File: config.mk
export PLATFORM = sky130hd
export DESIGN_NAME = id_scoreboard
export DESIGN_NICKNAME = d
export VERILOG_FILES = /design/src/rtl/id_scoreboard.sv
export SDC_FILE = /design/constraint.sdc
export NUM_CORES = 1
export LEC_CHECK = 0
export CAP_MARGIN = 15
export CORE_AREA = 2 2 259 133
export DETAILED_ROUTE_END_ITERATION = 16
export DIE_AREA = 0 0 261 135
export PLACE_DENSITY = 0.68
export SLEW_MARGIN = 10
export SYNTH_ARGS = -nofsm -noshare
export SYNTH_HDL_FRONTEND = slang
export SYNTH_SLANG_ARGS = --single-unit
File: constraint.sdc
create_clock -name clk -period 13.28 [get_ports clk]
set_clock_uncertainty 0.1 [all_clocks]
set_input_delay 3.984 -clock clk [delete_from_list [all_inputs] [get_ports clk]]
set_output_delay 3.984 -clock clk [all_outputs]
set_load 0.05 [all_outputs]
File: src/rtl/id_scoreboard.sv
// Decode-stage register scoreboard and hazard unit.
// Tracks pending writes; drives stall and per-source bypass selects.
module id_scoreboard #(
  parameter int REG_ADDR_WIDTH = 5,
  parameter int NUM_SRC        = 3,
  parameter int LAT_WIDTH      = 3,
  parameter int FWD_DEPTH      = 2,
  parameter int MAX_VAR        = 2,
  parameter int ZERO_HARDWIRED = 1
) (
  input  logic                                clk,
  input  logic                                rst_n,
  input  logic                                issue_valid_i,
  input  logic                                issue_wr_i,
  input  logic [REG_ADDR_WIDTH-1:0]           issue_rd_i,
  input  logic [LAT_WIDTH-1:0]                issue_lat_i,
  input  logic [NUM_SRC-1:0]                  src_used_i,
  input  logic [NUM_SRC*REG_ADDR_WIDTH-1:0]   src_addr_i,
  input  logic                                flush_i,
  input  logic                                cpl_valid_i,
  input  logic [REG_ADDR_WIDTH-1:0]           cpl_rd_i,
  output logic                                stall_o,
  output logic [NUM_SRC*LAT_WIDTH-1:0]        fwd_sel_o,
  output logic [$clog2(MAX_VAR+1)-1:0]        var_busy_o,
  output logic [2**REG_ADDR_WIDTH-1:0]        pending_o,
  output logic                                err_o
);

  localparam int AW  = REG_ADDR_WIDTH;
  localparam int LW  = LAT_WIDTH;
  localparam int NR  = 2**REG_ADDR_WIDTH;
  localparam int VBW = $clog2(MAX_VAR+1);
  localparam bit ZH  = (ZERO_HARDWIRED != 0);
  localparam logic [LW-1:0]  FWD  = LW'(FWD_DEPTH);
  localparam logic [VBW-1:0] VMAX = VBW'(MAX_VAR);

  logic [NR-1:0]  pend_q, pend_d;
  logic [NR-1:0]  var_q, var_d;
  logic [LW-1:0]  cnt_q [NR];
  logic [LW-1:0]  cnt_d [NR];
  logic [VBW-1:0] busy_q, busy_d;
  logic           err_q, err_d;

  logic [NUM_SRC-1:0] nrdy;
  logic is_var, lat_bad, waw, vfull;
  logic accept, alloc, cpl_ok;

  // lat of all-ones is illegal and falls back to variable tracking
  assign lat_bad = (issue_lat_i == '1);
  assign is_var  = (issue_lat_i == '0) | lat_bad;

  // Per-source readiness and bypass select
  for (genvar g = 0; g < NUM_SRC; g++) begin : g_src
    logic [AW-1:0] a;
    logic          live;
    logic          hit;
    assign a    = src_addr_i[g*AW +: AW];
    assign live = src_used_i[g] & pend_q[a] & ~(ZH && (a == '0));
    assign hit  = cpl_valid_i & (cpl_rd_i == a) & var_q[a];
    assign nrdy[g] = live & (var_q[a] ? ~hit : (cnt_q[a] > FWD));
    assign fwd_sel_o[g*LW +: LW] =
      !live    ? '0 :
      var_q[a] ? (hit ? '1 : '0) :
                 cnt_q[a];
  end

  assign waw = issue_wr_i & pend_q[issue_rd_i] &
               (var_q[issue_rd_i] | is_var |
                (cnt_q[issue_rd_i] > issue_lat_i));
  assign vfull = issue_wr_i & is_var & (busy_q == VMAX);

  assign stall_o = issue_valid_i & ((|nrdy) | waw | vfull);
  assign accept  = issue_valid_i & ~stall_o & ~flush_i;
  assign alloc   = accept & issue_wr_i &
                   ~(ZH && (issue_rd_i == '0));
  assign cpl_ok  = cpl_valid_i & pend_q[cpl_rd_i] & var_q[cpl_rd_i];

  // Countdown, completion, then allocation (allocation wins)
  always_comb begin
    pend_d = pend_q;
    var_d  = var_q;
    cnt_d  = cnt_q;
    for (int r = 0; r < NR; r++) begin
      if (pend_q[r] && !var_q[r]) begin
        if (cnt_q[r] <= LW'(1)) begin
          pend_d[r] = 1'b0;
          cnt_d[r]  = '0;
        end else begin
          cnt_d[r] = cnt_q[r] - LW'(1);
        end
      end
    end
    if (cpl_ok) begin
      pend_d[cpl_rd_i] = 1'b0;
      var_d[cpl_rd_i]  = 1'b0;
    end
    if (alloc) begin
      pend_d[issue_rd_i] = 1'b1;
      var_d[issue_rd_i]  = is_var;
      cnt_d[issue_rd_i]  = is_var ? '0 : issue_lat_i;
    end
    busy_d = busy_q + VBW'(alloc & is_var) - VBW'(cpl_ok);
    err_d  = err_q | (cpl_valid_i & ~cpl_ok) |
             (accept & issue_wr_i & lat_bad);
  end

  // Scoreboard state registers
  always_ff @(posedge clk or negedge rst_n) begin
    if (!rst_n) begin
      pend_q <= '0;
      var_q  <= '0;
      busy_q <= '0;
      err_q  <= 1'b0;
      for (int r = 0; r < NR; r++) cnt_q[r] <= '0;
    end else begin
      pend_q <= pend_d;
      var_q  <= var_d;
      busy_q <= busy_d;
      err_q  <= err_d;
      cnt_q  <= cnt_d;
    end
  end

  assign var_busy_o = busy_q;
  assign pending_o  = pend_q;
  assign err_o      = err_q;

endmodule

==> impl_metrics.yaml <==
run_status:
  outcome: "finished, final reports clean"
detailed_routing:
  wl_met1_mm: 28.64
  avgViaCountPerCell: 7.303
  drt-total-wl_mm: 70.83
  routed.top_layer: "met5"
  wl_per_cell_um: 33.33
  wl_met3_mm: 10.27
  drc: 0
  wl_met2_mm: 29.11
  drt_iter0_markers: 2257
  ant_nets: 0
  num_vias: 15520
  first_pass_iters: 8
grt:
  antenna_found_initial: 3
  grt_pass1_vias: 14860
  overflow: 0
  gr-usage-all-layers_pct: 40.48
  grt_pass1_wl_mm: 101.6
  grt_max_degree: 67
sta:
  rsz0062_at_grt: "no"
  tns_ns: 0
  tightest_slew_ns: 1.154
  hold_viol_final: 0
  finalSetupViolations: 0
  drv_slew: 0
  setup_slack_ns: 1.209
  fmax_mhz: 82.85
  hold_ws_ns: 0.3991
  finalCritPeriodShare_pct: 90.89
  layout_min_cycle_time_ns: 12.07
  maxSlewHeadroom_pct: 22.96
job:
  maxCapViolCount: 0
setup_path:
  crit_path_start_kind: "primary input"
  required_ns: 9.20
  worst-path-max-fanout: 20
  worstSetupPathType: "primary input to output pin"
  arrival_ns: 7.99
  end_kind: "output pin"
die:
  fp.dieH_um: 135
  core_area_mm2: 0.03281
  fp.dieW_um: 261
  pin_count: 82
  die_area_mm2: 0.03524
  initial_utilization_pct: 49.74
  row_count: 47
cts:
  htree_levels: 4
  ctsResizeCount: 0
  cts_tree: "built"
  cts_sinks: 163
  cts-root-buf: "clkbuf_16"
  path_clk_slew_ns: 0.07
  cts_buffers: 17
  clock_latency_ns: 0.45
  postCtsSetupRepairBufs: 0
  cts_hold_buf: 0
  cts.path.max_buffers: 2
synthesis:
  yosys.area.top_type_share_pct: 24.99
  ys_seq_elements: 163
  async_flop_share_pct: 100.0
  synth_nets: 1762
  ys_warn_count: 0
  syn_inst: 1660
  synthFlopType: "dfrtp_1"
  yosysUniqueCellTypes: 66
  syn_area_mm2: 0.01632
  synth.avg_cell_area_um2: 9.833
  synth_edf_count: 0
  seq_area_frac_synth_pct: 24.99
  synth_top_cell_by_area: "dfrtp_1"
  synth_area_leaders: "dfrtp_1 (25%), mux4_2 (17%), mux2i_1 (14%)"
placement:
  numPortBuffers: 81
  placed_area_mm2: 0.01732
  dp_slack_ns: 1.212
  gp_congestion: 1.110
  hpwlAfterDp_mm: 52.45
final_layout:
  drive_above_1_share_pct: 15.76
  final_area_mm2: 0.01791
  final_common_cell: "mux2i_1"
  final_cell_mix: "mux2i_1 (230), dfrtp_1 (163), mux4_2 (122)"
  nets: 1771
  area_delta_synth_final_pct: 9.727
power:
  irDropWorstVdd_v: 0.0001148
  power.total_w: 0.002928
  power.density_mw_per_mm2: 163.5
  p_leak_nw: 7.604
min_path:
  hp-class: "flip-flop to flip-flop"
==> routing by layer <==
layer / track usage [%] / up-vias
li1: - / 6364
met2: 57.29 / 1121
met3: 15.54 / 207
met4: 15.06 / 2
met1: 55.99 / 7825
met5: 0 / -
==> per-stage QoR <==
stage               utilization [%]  std cells
global placement              52.67       2089
finish                        54.58       2125
global route                  54.57       2123
CTS                           54.57       2123
detailed placement            52.77       2091
floorplan                         -       1660
==> report_power, final <==
part / switching, W / internal, W
combinational: 0.000664 / 0.000570
sequential: 0.000529 / 0.000644
clock: 0.000235 / 0.000287
==> cell type report <==
| class | instances | area [um2] |
|---|---|---|
| Tap cell | 441 | 551.8 |
| Clock buffer | 20 | 446.7 |
| Timing Repair Buffer | 116 | 1037 |
| Inverter | 91 | 341.6 |
| Sequential cell | 163 | 4079 |
| Fill cell | 2829 | 14900 |
| Multi-Input combinational cell | 1280 | 11310 |
| Clock inverter | 12 | 143.9 |
| Antenna cell | 2 | 5.005 |
==> cells in the mapped netlist (8+ instances only) <==
cell      number
mux2_2        12
o21bai_1      22
dfrtp_1      163
buf_2         47
nor3_1        96
a22oi_1       20
and3_1        17
nor2_1        42
mux4_2       122
inv_1         91
or3_1         10
nor4_1        50
nand2b_1      48
nand3b_1      39
ha_1          65
clkbuf_1      52
nand4_1        9
nor2b_1       33
a21oi_1       99
nand3_2        9
nand3_4       10
or2_2          8
o311ai_0      11
a22o_1        13
and3b_1        9
nor3b_1       12
a31o_2         8
buf_4         11
o22ai_1       40
xor2_1        12
xnor2_1        8
or3b_2        10
nand2_1      113
o21ai_0       10
nand3_1       26
mux2i_1      230
==> worst max-delay path, stage by stage <==
cell and delay, ns:
buf_2 0.53, buf_4 0.31, mux4_2 0.51, a22oi_1 0.27, nand4_1 0.16, ha_1 0.32, nor2b_1 0.13, o21a_1 0.16
o21ai_0 0.19, nand3_1 0.13, o211a_1 0.23, nor2_1 0.07, and3_1 0.21, nor2b_1 0.06, clkdlybuf4s50_1 0.70
==> state kept, by name, summed over array words and instances (netlist names) <==
signal	flops
var_q	32
pending_o	32
var_busy_o	2
err_o	1
cnt_q	96
==> worst paths after layout <==
check | cells past startpoint | to | slack [ns] | startpoint
setup / recovery | 15 | stall_o | 1.21 | issue_rd_i[0]
hold / removal | 1 | err_o$_DFF_PN0_ | 0.40 | err_o$_DFF_PN0_
setup reg to reg | 9 | cnt_q[26]$_DFF_PN0_ | 8.99 | cnt_q[43]$_DFF_PN0_
hold reg to reg | 1 | err_o$_DFF_PN0_ | 0.40 | err_o$_DFF_PN0_
max in group asynchronous | 3 | var_q[0]$_DFF_PN0_ | 7.78 | rst_n
min in group asynchronous | 1 | cnt_q[6]$_DFF_PN0_ | 3.31 | rst_n
==> cells by family (layout without fill, tap and decap cells) <==
| family | count (synthesis) | count (layout) | share of synthesized area (%) |
|---|---|---|---|
| multiplexers | 366 | 366 | 32.09 |
| other | 0 | 2 | 0 |
| XOR/XNOR | 20 | 20 | 1.073 |
| AO/OA/AOI/OAI | 286 | 286 | 11.72 |
| adder cells (fa/ha/maj) | 65 | 65 | 4.982 |
| flip-flops | 163 | 163 | 24.99 |
| buffers and inverters | 217 | 239 | 6.033 |
| AND/OR/NAND/NOR | 543 | 543 | 19.12 |
(Power assumes the default switching activity.)
==> variant (config.mk and constraints unchanged) <==
`NUM_SRC`: 3 -> 2.
--- a/src/rtl/id_scoreboard.sv
+++ b/src/rtl/id_scoreboard.sv
@@ -4,3 +4,3 @@
   parameter int REG_ADDR_WIDTH = 5,
-  parameter int NUM_SRC        = 3,
+  parameter int NUM_SRC        = 2,
   parameter int LAT_WIDTH      = 3,
Ports: changed (resized fwd_sel_o, src_addr_i and src_used_i); port bits go from 82 to 73. No check against the original RTL was run, so the function may have changed too.
==> variant against the unedited design <==
- critical path depth is the same
- worst setup slack lost 0.58 ns
- non-clock buffer count is 11 lower
- sequential cell count unchanged
- synthesized area shrank 8.0%
- routed wire length shrank 17%
- final area down 6.9%
- total power is 4.1% lower
- synthesized cell count is 12% lower
- critical path type unchanged
==> variant: results (changes against the unedited design) <==
| Metric | Value |
|---|---|
| # fillers | `2910 (was 2829)` |
| Yosys cell types | `76 (was 66)` |
| CTS resizes | `0 (unchanged)` |
| Placed Area | `16100 um2 (was 17300 um2)` |
| Pin count of the biggest net entering global routing | `108 (was 67)` |
| Multi-input gate area in the final layout | `10200 um2 (was 11300 um2)` |
| First-pass GRT wire length | `86700 um (was 102000 um)` |
| Mean Syn Cell Area | `10.2 um2 (was 9.83 um2)` |
| Leak | `6.66 nW (was 7.60 nW)` |
| Critical path data arrival time | `8.57 ns (was 7.99 ns)` |
| Synth Area in Adders | `5.25% (was 4.98%)` |
| Port bufs | `72 (was 81)` |
| Most instantiated cells after synthesis | `dfrtp_1 (163), mux2i_1 (152), nand2_1 (124) (was mux2i_1 (230), dfrtp_1 (163), mux4_2 (122))` |
| Non-clock buffers | `105 (was 116)` |
| Post-detail-place hpwl | `44100 um (was 52500 um)` |
| Drt first pass iters | `7 (was 8)` |
| Diode count | `0 (was 2)` |
| Initial antenna violation count | `1 (was 3)` |
| DR WL met3 | `8160 um (was 10300 um)` |
| Multiplexer share of the synthesized area | `30.6% (was 32.1%)` |
| Met2 Track Usage GR | `49.1% (was 57.3%)` |
| Sequential area share after synthesis | `27.2% (was 25.0%)` |
| WL met2 | `24900 um (was 29100 um)` |
| CP Max Fanout | `15 (was 20)` |
| Metal-1 WL | `23900 um (was 28600 um)` |
| Reg2Reg Launch Point | `cnt_q[61] (was cnt_q[43])` |
| Non-clk buf share | `5.72% (was 5.79%)` |
| Post-Synth XOR/XNOR Area | `0.700% (was 1.07%)` |
| Setup WS pre-CTS | `0.648 ns (was 1.21 ns)` |
| Register-to-Register Path Depth | `18 (was 9)` |
| Synth Area in Compound Gates | `13.2% (was 11.7%)` |
| Clock Network Area Fraction | `3.45% (was 3.30%)` |
| Finished Layout Cells | `1962 (was 2125)` |
| Top post-synthesis cells by area | `dfrtp_1 (27%), mux4_2 (18%), mux2i_1 (10%) (was dfrtp_1 (25%), mux4_2 (17%), mux2i_1 (14%))` |
| Layout cell share with drive strength beyond 1 | `16.0% (was 15.8%)` |
| Max-slew headroom | `9.16% (was 23.0%)` |
| Run status | `completed (unchanged)` |
| Cell area power density | `168 nW/um2 (was 164 nW/um2)` |
| Vias | `13611 (was 15519)` |
| 1st-iter DRT viols | `1614 (was 2257)` |
| Multi-input gates | `1139 (was 1280)` |
| VDD IR-drop max | `0.0914 mV (was 0.115 mV)` |
| Hold path start | `var_busy_o[1] (was err_o)` |
| Dpl cells | `1930 (was 2091)` |
| R2r endpoint | `var_busy_o[1] (was cnt_q[26])` |
| Flop2flop setup slack | `8.13 ns (was 8.99 ns)` |
| Met3 Usage GRT | `13.9% (was 15.5%)` |
| Final Critical Period | `12.66 ns (was 12.07 ns)` |
| Total GRT Usage | `34.0% (was 40.5%)` |
| Gp weighted congestion | `1.02 (was 1.11)` |
-- variant: cell count changes after synthesis, sizes merged, moves of 14 or more --
cell	before	now
clkbuf	53	39
nand3	45	19
buf	73	44
nand3b	39	14
mux2i	230	152
o22ai	40	1
and2	0	27
nor3	96	11
o221ai	3	24
nor2	42	120
o21ai	10	50
nand2b	48	22
-- variant: where the power goes --
group | internal [mW] | total, mW | switching (mW) | leakage, nW
registers | 0.645 | 1.06 | 0.414 | 2.05
logic | 0.558 | 1.25 | 0.689 | 4.34
clock network | 0.282 | 0.503 | 0.221 | 0.277
total | 1.48 | 2.81 | 1.32 | 6.66
-- variant: worst min-delay path by stage --
stage                                to  slack (ns)  cells past startpoint
after detailed placement  var_busy_o[1]        0.38                      1
after CTS                 var_busy_o[1]        0.39                      1
final                     var_busy_o[1]        0.40                      1
after global routing      var_busy_o[1]        0.42                      1
after global placement    var_busy_o[1]        0.38                      1
after floorplan               cnt_q[94]        0.42                      2
